## config.mk

```make
export PLATFORM = sky130hd
export DESIGN_NAME = bsg_link_oddr_upstream
export DESIGN_NICKNAME = d
export VERILOG_FILES = /design/src/rtl/bsg_link_oddr_upstream.sv
export SDC_FILE = /design/constraint.sdc
export NUM_CORES = 1
export LEC_CHECK = 0
export ABC_AREA = 1
export BUFFER_PORTS_ARGS = -buffer_cell sky130_fd_sc_hd__buf_2
export CORE_MARGIN = 2
export CORE_UTILIZATION = 30
export CTS_CLUSTER_SIZE = 16
export DETAILED_ROUTE_END_ITERATION = 10
export GPL_TIMING_DRIVEN = 1
export PLACE_DENSITY = 0.49
export SYNTH_ARGS = -nofsm -noshare
export SYNTH_HDL_FRONTEND = slang
export SYNTH_SLANG_ARGS = --single-unit
```

## constraint.sdc

```tcl
create_clock -name clk_i -period 5.6 [get_ports clk_i]
set_input_delay 0.84 -clock clk_i [delete_from_list [all_inputs] [get_ports clk_i]]
set_output_delay 0.84 -clock clk_i [all_outputs]
set_load 0.01 [all_outputs]
```

## src/rtl/bsg_link_oddr_upstream.sv

```systemverilog
// bsg_link_oddr_upstream
//   Transmit-side framing and credit stage feeding the ODDR PHY. Buffers a
//   valid/ready payload stream in a 2-entry FIFO, frames each payload into a
//   2x-channel-wide PHY word with a valid bit at the top of each half, and
//   only issues words while receiver credits remain. After reset a fixed
//   idle preamble is delivered before the link goes active.
//
//   state  | meaning
//   -------+-----------------------------------------------------------
//   INIT   | send idle words until init_idle_words_p have been taken
//   ACTIVE | send framed FIFO head whenever FIFO non-empty and credit > 0
//
// Ports
//   clk_i             core clock (shared with the PHY)
//   reset_i           asynchronous active-high reset
//   data_i / v_i      payload and its valid
//   ready_o           registered payload accept (FIFO not full)
//   phy_data_o        word to the PHY, {v, hi half, v, lo half}
//   phy_ready_i       PHY captures phy_data_o on a posedge where this is 1
//   token_i           credit-return pulse, worth token_decimation_p credits
//   link_active_o     high once the preamble is complete
//   credit_overflow_o sticky: credit count would have exceeded credits_p
//   credits_o         current credit count
module bsg_link_oddr_upstream #(
  parameter int channel_width_p    = 16,
  parameter int credits_p          = 16,
  parameter int token_decimation_p = 4,
  parameter int init_idle_words_p  = 8,
  localparam int payload_width_p   = 2*(channel_width_p-1),
  localparam int credit_width_lp   = $clog2(credits_p+1)
) (
  input  logic                         clk_i,
  input  logic                         reset_i,
  input  logic [payload_width_p-1:0]   data_i,
  input  logic                         v_i,
  output logic                         ready_o,
  output logic [2*channel_width_p-1:0] phy_data_o,
  input  logic                         phy_ready_i,
  input  logic                         token_i,
  output logic                         link_active_o,
  output logic                         credit_overflow_o,
  output logic [credit_width_lp-1:0]   credits_o
);

  localparam int half_lp           = payload_width_p/2;
  localparam int idle_cnt_width_lp = (init_idle_words_p > 1) ? $clog2(init_idle_words_p) : 1;
  // wide enough to hold credits_p + one token's worth before saturation
  localparam int sum_width_lp      = $clog2(credits_p+token_decimation_p+1);

  typedef enum logic {INIT, ACTIVE} state_e;

  state_e                       state_r;
  logic [idle_cnt_width_lp-1:0] idle_cnt_r;

  logic [payload_width_p-1:0]   mem_r [2];
  logic                         wr_ptr_r, rd_ptr_r;
  logic [1:0]                   count_r, count_n;
  logic                         ready_r;

  logic [credit_width_lp-1:0]   credits_r;
  logic                         overflow_r;
  logic [sum_width_lp-1:0]      credit_sum;

  logic                         enq, deq, eligible, send;
  logic [payload_width_p-1:0]   head;

  assign head     = mem_r[rd_ptr_r];
  assign eligible = (state_r == ACTIVE) && (count_r != 2'd0) && (credits_r != '0);
  assign send     = eligible && phy_ready_i;
  assign enq      = v_i && ready_r;
  assign deq      = send;

  always_comb begin
    count_n = count_r;
    if (enq && !deq)
      count_n = count_r + 2'd1;
    else if (!enq && deq)
      count_n = count_r - 2'd1;
  end

  always_ff @(posedge clk_i or posedge reset_i) begin
    if (reset_i) begin
      mem_r[0] <= '0;
      mem_r[1] <= '0;
      wr_ptr_r <= 1'b0;
      rd_ptr_r <= 1'b0;
      count_r  <= 2'd0;
      ready_r  <= 1'b1;
    end else begin
      if (enq) begin
        mem_r[wr_ptr_r] <= data_i;
        wr_ptr_r        <= ~wr_ptr_r;
      end
      if (deq)
        rd_ptr_r <= ~rd_ptr_r;
      count_r <= count_n;
      ready_r <= (count_n != 2'd2);
    end
  end

  always_ff @(posedge clk_i or posedge reset_i) begin
    if (reset_i) begin
      state_r    <= INIT;
      idle_cnt_r <= '0;
    end else begin
      case (state_r)
        INIT: begin
          if (phy_ready_i) begin
            if (idle_cnt_r == idle_cnt_width_lp'(init_idle_words_p-1))
              state_r <= ACTIVE;
            else
              idle_cnt_r <= idle_cnt_r + idle_cnt_width_lp'(1);
          end
        end
        ACTIVE: state_r <= ACTIVE;
        default: state_r <= INIT;
      endcase
    end
  end

  // send only happens with credits_r != 0, so the subtraction cannot wrap
  assign credit_sum = sum_width_lp'(credits_r)
                    - sum_width_lp'(send)
                    + (token_i ? sum_width_lp'(token_decimation_p) : '0);

  always_ff @(posedge clk_i or posedge reset_i) begin
    if (reset_i) begin
      credits_r  <= credit_width_lp'(credits_p);
      overflow_r <= 1'b0;
    end else if (credit_sum > sum_width_lp'(credits_p)) begin
      credits_r  <= credit_width_lp'(credits_p);
      overflow_r <= 1'b1;
    end else begin
      credits_r  <= credit_width_lp'(credit_sum);
    end
  end

  // driven from registered state only so the PHY path never sees input glitches
  always_comb begin
    phy_data_o = '0;
    if (eligible)
      phy_data_o = {1'b1, head[payload_width_p-1:half_lp], 1'b1, head[half_lp-1:0]};
  end

  assign ready_o           = ready_r;
  assign link_active_o     = (state_r == ACTIVE);
  assign credit_overflow_o = overflow_r;
  assign credits_o         = credits_r;

endmodule

```

==> impl_metrics.py, run 1 <==
metrics = {
    "timing": {
        "relSlewSlack": 0.248,
        "worstMarginPinSlew_ns": 1.13,
        "period_needed_ns": 2.87,
        "finalSetupViolCount": 0,
        "slew_viol_final": 0,
        "fin_skew_ns": 0.00384,
        "rsz0062_at_grt": "false",
        "tns_ns": 0,
        "final-hold-violation-count": 0,
        "max_freq_mhz": 348,
        "period_share": 0.512,
        "layout_setup_ws_ns": 2.73,
    },
    "routing": {
        "antenna_left": 0,
        "drt_iter0_drc": 189,
        "dr_total_vias": 2797,
        "wl_per_cell_um": 12.8,
        "via_per_inst": 4.40,
        "drt_wl_total_mm": 8.16,
        "first_pass_iters": 5,
        "drc_errors": 0,
    },
    "critical_path": {
        "cp_slowest_cell": "inv_1",
        "max_stage_delay_ns": 0.82,
        "r2r_cells": 15,
        "startpoint_type": "flop",
        "cp_cell_sequence": "inv_1 > nand2_1 > a21oi_1 > buf_2",
        "crit_arrival_ns": 2.03,
        "cp_data_required_time_ns": 4.76,
        "crit_type": "flop to primary output",
        "critical_path.max_fanout": 31,
        "end_kind": "primary output",
    },
    "synthesis": {
        "ys_types": 25,
        "netlist.area_leader.share": 0.504,
        "ys_seq_area_frac": 0.518,
        "syn_inst": 420,
        "synthArstFlopShare": 1.00,
        "synth_common_cells": "142 x nand2_1, 73 x dfrtp_1, 55 x inv_1",
        "yosysWarnings": 0,
        "synth_edf_count": 0,
        "synthesis.nets": 464,
        "synth_ff_type": "dfrtp_1",
        "synth_area_leader_cell": "dfrtp_1",
        "netlist_area_um2": 3630,
        "synthTopCellsByArea": "dfrtp_1 50%, nand2_1 15%, o21ai_2 7.2%, inv_1 5.7%, a21oi_1 4.3%",
        "syn_area_per_cell_um2": 8.63,
        "synth-seq-cells": 75,
        "synth.most_common_cell": "nand2_1",
    },
    "cells_and_area": {
        "fin_cells": 636,
        "nets": 529,
        "drive_above_1_share": 0.274,
        "diodes": 0,
        "fillers": 1286,
        "areaGrowthSynthToFinish_pct": 19.1,
    },
    "placed_design": {
        "place_congestion": 0.753,
        "portBuffers": 74,
        "preCtsSetupSlack_ns": 2.96,
        "place_inst": 621,
        "dpl.hpwl_mm": 5.21,
    },
    "clock_network": {
        "cts.clk_slew.worst_paths_ns": 0.05,
        "cts_made_buffers": 9,
        "ctsHoldBuffers": 0,
        "tritoncts": "built",
        "cts_root_buf": "clkbuf_16",
        "cts.sinks": 75,
        "h-tree-depth": 3,
        "clock_path_buffers": 2,
        "cts_resized": 0,
        "cts_setup_buffers": 0,
        "clock_latency_ns": 0.32,
    },
    "floorplan": {
        "coreArea_um2": 11900,
        "start_util": 0.304,
        "die_area_um2": 13000,
        "die_w_um": 114,
        "io_pins": 75,
        "die_y_um": 114,
        "rows": 40,
    },
    "worst_hold_path": {
        "min_path_type": "flop to flop",
        "whs_path_depth": 2,
    },
    "grt": {
        "grt_max_degree": 76,
        "antenna_found_initial": 0,
        "grt_pass1_wl_mm": 13.6,
        "grt_use_total": 0.134,
        "grt_pass1_vias": 2699,
        "overflow": 0,
    },
    "run_status": {
        "status": "complete, no violations",
    },
    "run": {
        "max_cap_violations": 0,
    },
    "pwr": {
        "power_density_nw_per_um2": 604,
        "power.static_leakage_nw": 2.30,
        "peakVddDrop_mv": 0.291,
    },
}
-- per-stage QoR --
step / hold slack [ns] / total power [W] / cell area, µm² / util
2_1_floorplan: 0.453 / 0.00178 / 3630 / -
3_3_place_gp: 0.463 / 0.00211 / 4060 / 0.341
3_5_place_dp: 0.462 / 0.00213 / 4060 / 0.341
4_1_cts: 0.482 / 0.00267 / 4320 / 0.363
5_1_grt: 0.495 / 0.00286 / 4320 / 0.363
6_report: 0.474 / 0.00261 / 4320 / 0.363
-- power breakdown --
group | switching, W | total [W] | internal [W]
Clock | 0.000207 | 0.000514 | 0.000307
Combinational | 0.000741 | 0.00118 | 0.000442
Sequential | 0.000123 | 0.000910 | 0.000787
Total | 0.00107 | 0.00261 | 0.00154
-- cell families after synthesis --
family | count (synthesis) | share of synthesized area
mux | 2 | 0.00621
fa+ha+maj | 9 | 0.0331
compound gates | 91 | 0.157
simple gates | 160 | 0.176
buf+inv | 79 | 0.100
xor+xnor | 4 | 0.00966
flops | 75 | 0.518
-- layer usage --
metal	vias to the layer above	track usage	wire length (µm)
met5	-	0	0
met2	67	0.203	3670
met1	1285	0.186	3950
met3	9	0.0399	458
li1	1436	-	-
met4	0	0.0366	87
-- critical path: cells and delay by family, from the launching register on --
family | cells | cell delay (ns)
compound gates | 1 | 0.23
buf+inv | 2 | 0.99
flops | 1 | 0.38
simple gates | 1 | 0.10
-- worst paths after layout --
kind / from / endpoint / slack [ns]
worst max register to register: credits_o[3] / credits_o[2] / 3.24
worst max-delay path: rd_ptr_r / phy_data_o[11] / 2.73
max in group asynchronous: reset_i / mem_r[30] / 4.17
worst min register to register: credit_overflow_o / credit_overflow_o / 0.47
worst min-delay path: credit_overflow_o / credit_overflow_o / 0.47
min in group asynchronous: reset_i / mem_r[49] / 0.81
-- layout make-up --
cell class / instances / area, µm² / area share
sequential: 75 / 1880 / 0.435
inverter: 55 / 208 / 0.0481
clock buffer: 12 / 246 / 0.0571
clock inverter: 3 / 15.0 / 0.00348
tap: 147 / 184 / 0.0426
multi-input combinational: 266 / 1390 / 0.321
timing repair buffer: 78 / 400 / 0.0927
-- layout by cell type, fill, tap and decap left out, types with 3 or more instances in the layout --
cell type,count
nor2_1,3
nor2_2,3
clkinv_2,4
ha_1,8
o21ai_0,30
dfrtp_1,73
o21ai_2,30
buf_4,4
buf_2,74
inv_1,54
nand3_1,5
a21oi_1,31
clkbuf_16,9
nand2_1,141
-- sequential cells by signal, summed over array words and instances, names as in the netlist --
name	flops
credits_o	5
credit_overflow_o	1
link_active_o	1
count_r	2
idle_cnt_r	3
mem_r	60
wr_ptr_r	1
ready_o	1
rd_ptr_r	1
No activity file was read; power rests on OpenSTA's default activity.
==> run 2: changes to the inputs <==
--- a/config.mk
+++ b/config.mk
@@ -5,7 +5,7 @@
 export SDC_FILE = /design/constraint.sdc
 export NUM_CORES = 1
 export LEC_CHECK = 0
-export ABC_AREA = 1
+export ABC_AREA = 0
 export BUFFER_PORTS_ARGS = -buffer_cell sky130_fd_sc_hd__buf_2
 export CORE_MARGIN = 2
 export CORE_UTILIZATION = 30
==> constraint.sdc (replaced) <==
create_clock -name clk_i -period 3 [get_ports clk_i]
set_input_delay 0.45 -clock clk_i [delete_from_list [all_inputs] [get_ports clk_i]]
set_output_delay 0.45 -clock clk_i [all_outputs]
set_load 0.01 [all_outputs]
==> run 2 against run 1 <==
First-iteration DRC count fell by 66%. Power rose by 110%. Flip-flop and latch count did not move. Combinational power rose by 120%. Largest cell class unchanged. Highest routed layer unchanged.
==> impl_metrics.py, run 2 <==
metrics = {
    "routing": {
        "first_pass_iters": 4,
        "wl_per_cell_um": 14.9,
        "dr_total_vias": 2231,
        "drc_errors": 0,
        "antenna_left": 0,
        "wl_met1_mm": 3.42,
        "maxUsedRoutingLayer": "met4",
        "drt_iter0_drc": 64,
        "drt_wl_total_mm": 7.44,
        "via_per_inst": 4.46,
        "wl_met3_um": 330,
        "wl_met2_mm": 3.50,
    },
    "pwr": {
        "peakVddDrop_mv": 0.489,
        "p_int_w": 0.00351,
        "p_comb_frac": 0.479,
        "p_sw_w": 0.00202,
        "p_sw_frac": 0.365,
        "total_power_w": 0.00553,
        "seq_power_share": 0.339,
        "power_density_nw_per_um2": 1250,
        "clkPwrFrac": 0.182,
        "power.static_leakage_nw": 2.26,
    },
    "cells_and_area": {
        "ff_latch_area_um2": 1880,
        "regMostFlops": "mem_r",
        "fin_area_um2": 4420,
        "fin_cells": 500,
        "final_common_cell": "buf_2",
        "layout_common_cells": "74 x buf_2, 72 x dfrtp_1, 35 x nor2_1",
        "drive_above_1_share": 0.465,
        "largest_reg_flops": 60,
        "fillers": 1175,
        "multi_input_area_um2": 1590,
        "areaGrowthSynthToFinish_pct": 21.2,
        "nets": 392,
        "diodes": 0,
    },
    "synthesis": {
        "syn_inst": 274,
        "synth_ff_type": "dfrtp_1",
        "netlist.area_leader.share": 0.501,
        "synthesis.nets": 318,
        "netlist_area_um2": 3650,
        "ys_seq_area_frac": 0.515,
        "synthTopCellsByArea": "dfrtp_1 50%, mux2_4 12%, mux2_2 10%, mux2i_1 9.3%, nor2_1 3.6%",
        "synthArstFlopShare": 1.00,
        "syn_area_per_cell_um2": 13.3,
        "synth-seq-cells": 75,
        "ys_types": 28,
        "yosysWarnings": 0,
        "synth_edf_count": 0,
        "synth_common_cells": "73 x dfrtp_1, 35 x nor2_1, 34 x mux2i_1",
        "synth.most_common_cell": "dfrtp_1",
        "synth_area_leader_cell": "dfrtp_1",
    },
    "timing": {
        "slew_viol_final": 0,
        "fin_hold_ws_ns": 0.0827,
        "period_needed_ns": 2.59,
        "period_share": 0.862,
        "max_freq_mhz": 387,
        "fin_skew_ns": 0.00476,
        "finalSetupViolCount": 0,
        "final-hold-violation-count": 0,
        "relSlewSlack": 0.380,
        "rsz0062_at_grt": "false",
        "worstMarginPinSlew_ns": 0.928,
        "tns_ns": 0,
    },
    "floorplan": {
        "coreArea_um2": 12000,
        "io_pins": 75,
        "start_util": 0.305,
        "die_y_um": 114,
        "rows": 40,
        "die_w_um": 114,
        "die_area_um2": 13100,
    },
    "critical_path": {
        "reg2reg_from": "count_r[0]",
        "cp_data_required_time_ns": 3.23,
        "critPathLaunch": "count_r[0]",
        "rrSetupSlack_ns": 0.41,
        "r2r_cells": 15,
        "end_kind": "flop",
        "critical_path.max_fanout": 5,
        "crit_type": "flop to flop",
        "crit_arrival_ns": 2.82,
        "startpoint_type": "flop",
        "r2r_end": "credit_overflow_o",
    },
    "grt": {
        "grt_pass1_vias": 2357,
        "grt_max_degree": 32,
        "grt_pass1_wl_mm": 12.3,
        "overflow": 0,
        "grt_use_total": 0.128,
        "antenna_found_initial": 0,
    },
    "clock_network": {
        "cts_setup_buffers": 0,
        "clock_path_buffers": 2,
        "cts_resized": 0,
        "tritoncts": "built",
        "h-tree-depth": 3,
        "cts.clk_slew.worst_paths_ns": 0.06,
        "cts.sinks": 75,
        "cts_made_buffers": 9,
        "clock_latency_ns": 0.34,
        "cts_root_buf": "clkbuf_16",
        "ctsHoldBuffers": 0,
    },
    "placed_design": {
        "portBuffers": 74,
        "place_congestion": 0.752,
        "place_inst": 484,
        "dpl.hpwl_mm": 4.92,
        "dpl_cell_area_um2": 4140,
    },
    "run_status": {
        "status": "complete, no violations",
    },
    "worst_hold_path": {
        "min_path_type": "input port to async pin",
    },
    "run": {
        "max_cap_violations": 0,
    },
}
run 2: final cells by class:
type | count | share of cell area
clock buffer | 11 | 0.0571
sequential | 75 | 0.425
multi-input combinational | 168 | 0.359
inverter | 15 | 0.0130
timing repair buffer | 79 | 0.0979
tap | 147 | 0.0416
clock inverter | 5 | 0.00622
run 2: cells by family after synthesis:
group,synth area share
buffers and inverters,0.0514
xor gates and xnor gates,0.0168
and+or+nand+nor,0.0573
muxes,0.314
adders and majority gates,0.0329
AOI/OAI and AO/OA,0.0123
DFF,0.515
run 2: critical path, cell delays in order, from the launching register on:
cell	delay, ns
dfrtp_1	0.41
inv_1	0.09
ha_1	0.13
nand2b_1	0.09
a21o_1	0.10
inv_1	0.06
nand2_1	0.22
inv_1	0.08
ha_1	0.18
inv_1	0.06
ha_1	0.16
inv_1	0.06
fa_1	0.37
xor2_1	0.18
nand4_1	0.12
a21o_1	0.19
run 2: worst max-delay path by stage:
stage                              endpoint  cells past startpoint  slack (ns)
after CTS                 credit_overflow_o                     15        0.38
after detailed placement  credit_overflow_o                     15        0.40
after global placement    credit_overflow_o                     15        0.45
final                     credit_overflow_o                     15        0.41
after floorplan           credit_overflow_o                     15        0.59
after global routing      credit_overflow_o                     15        0.22
run 2: layer usage:
layer / vias to the layer above / GRT usage
met1: 1092 / 0.158
met4: 0 / 0.0732
met3: 11 / 0.0376
li1: 1079 / -
met5: - / 0
met2: 49 / 0.200
run 2: per-stage QoR:
stage | util | setup slack, ns
finish | 0.370 | 0.415
global route | 0.370 | 0.216
CTS | 0.370 | 0.382
detailed placement | 0.346 | 0.401
global placement | 0.346 | 0.453
floorplan | - | 0.586
run 2: power groups by stage:
stage               Clock [W]  Sequential, W  Combinational [W]
finish                0.00101        0.00187            0.00265
global route          0.00110        0.00195            0.00295
CTS                   0.00105        0.00188            0.00273
detailed placement          0        0.00189            0.00271
global placement            0        0.00187            0.00269
floorplan                   0        0.00177            0.00204
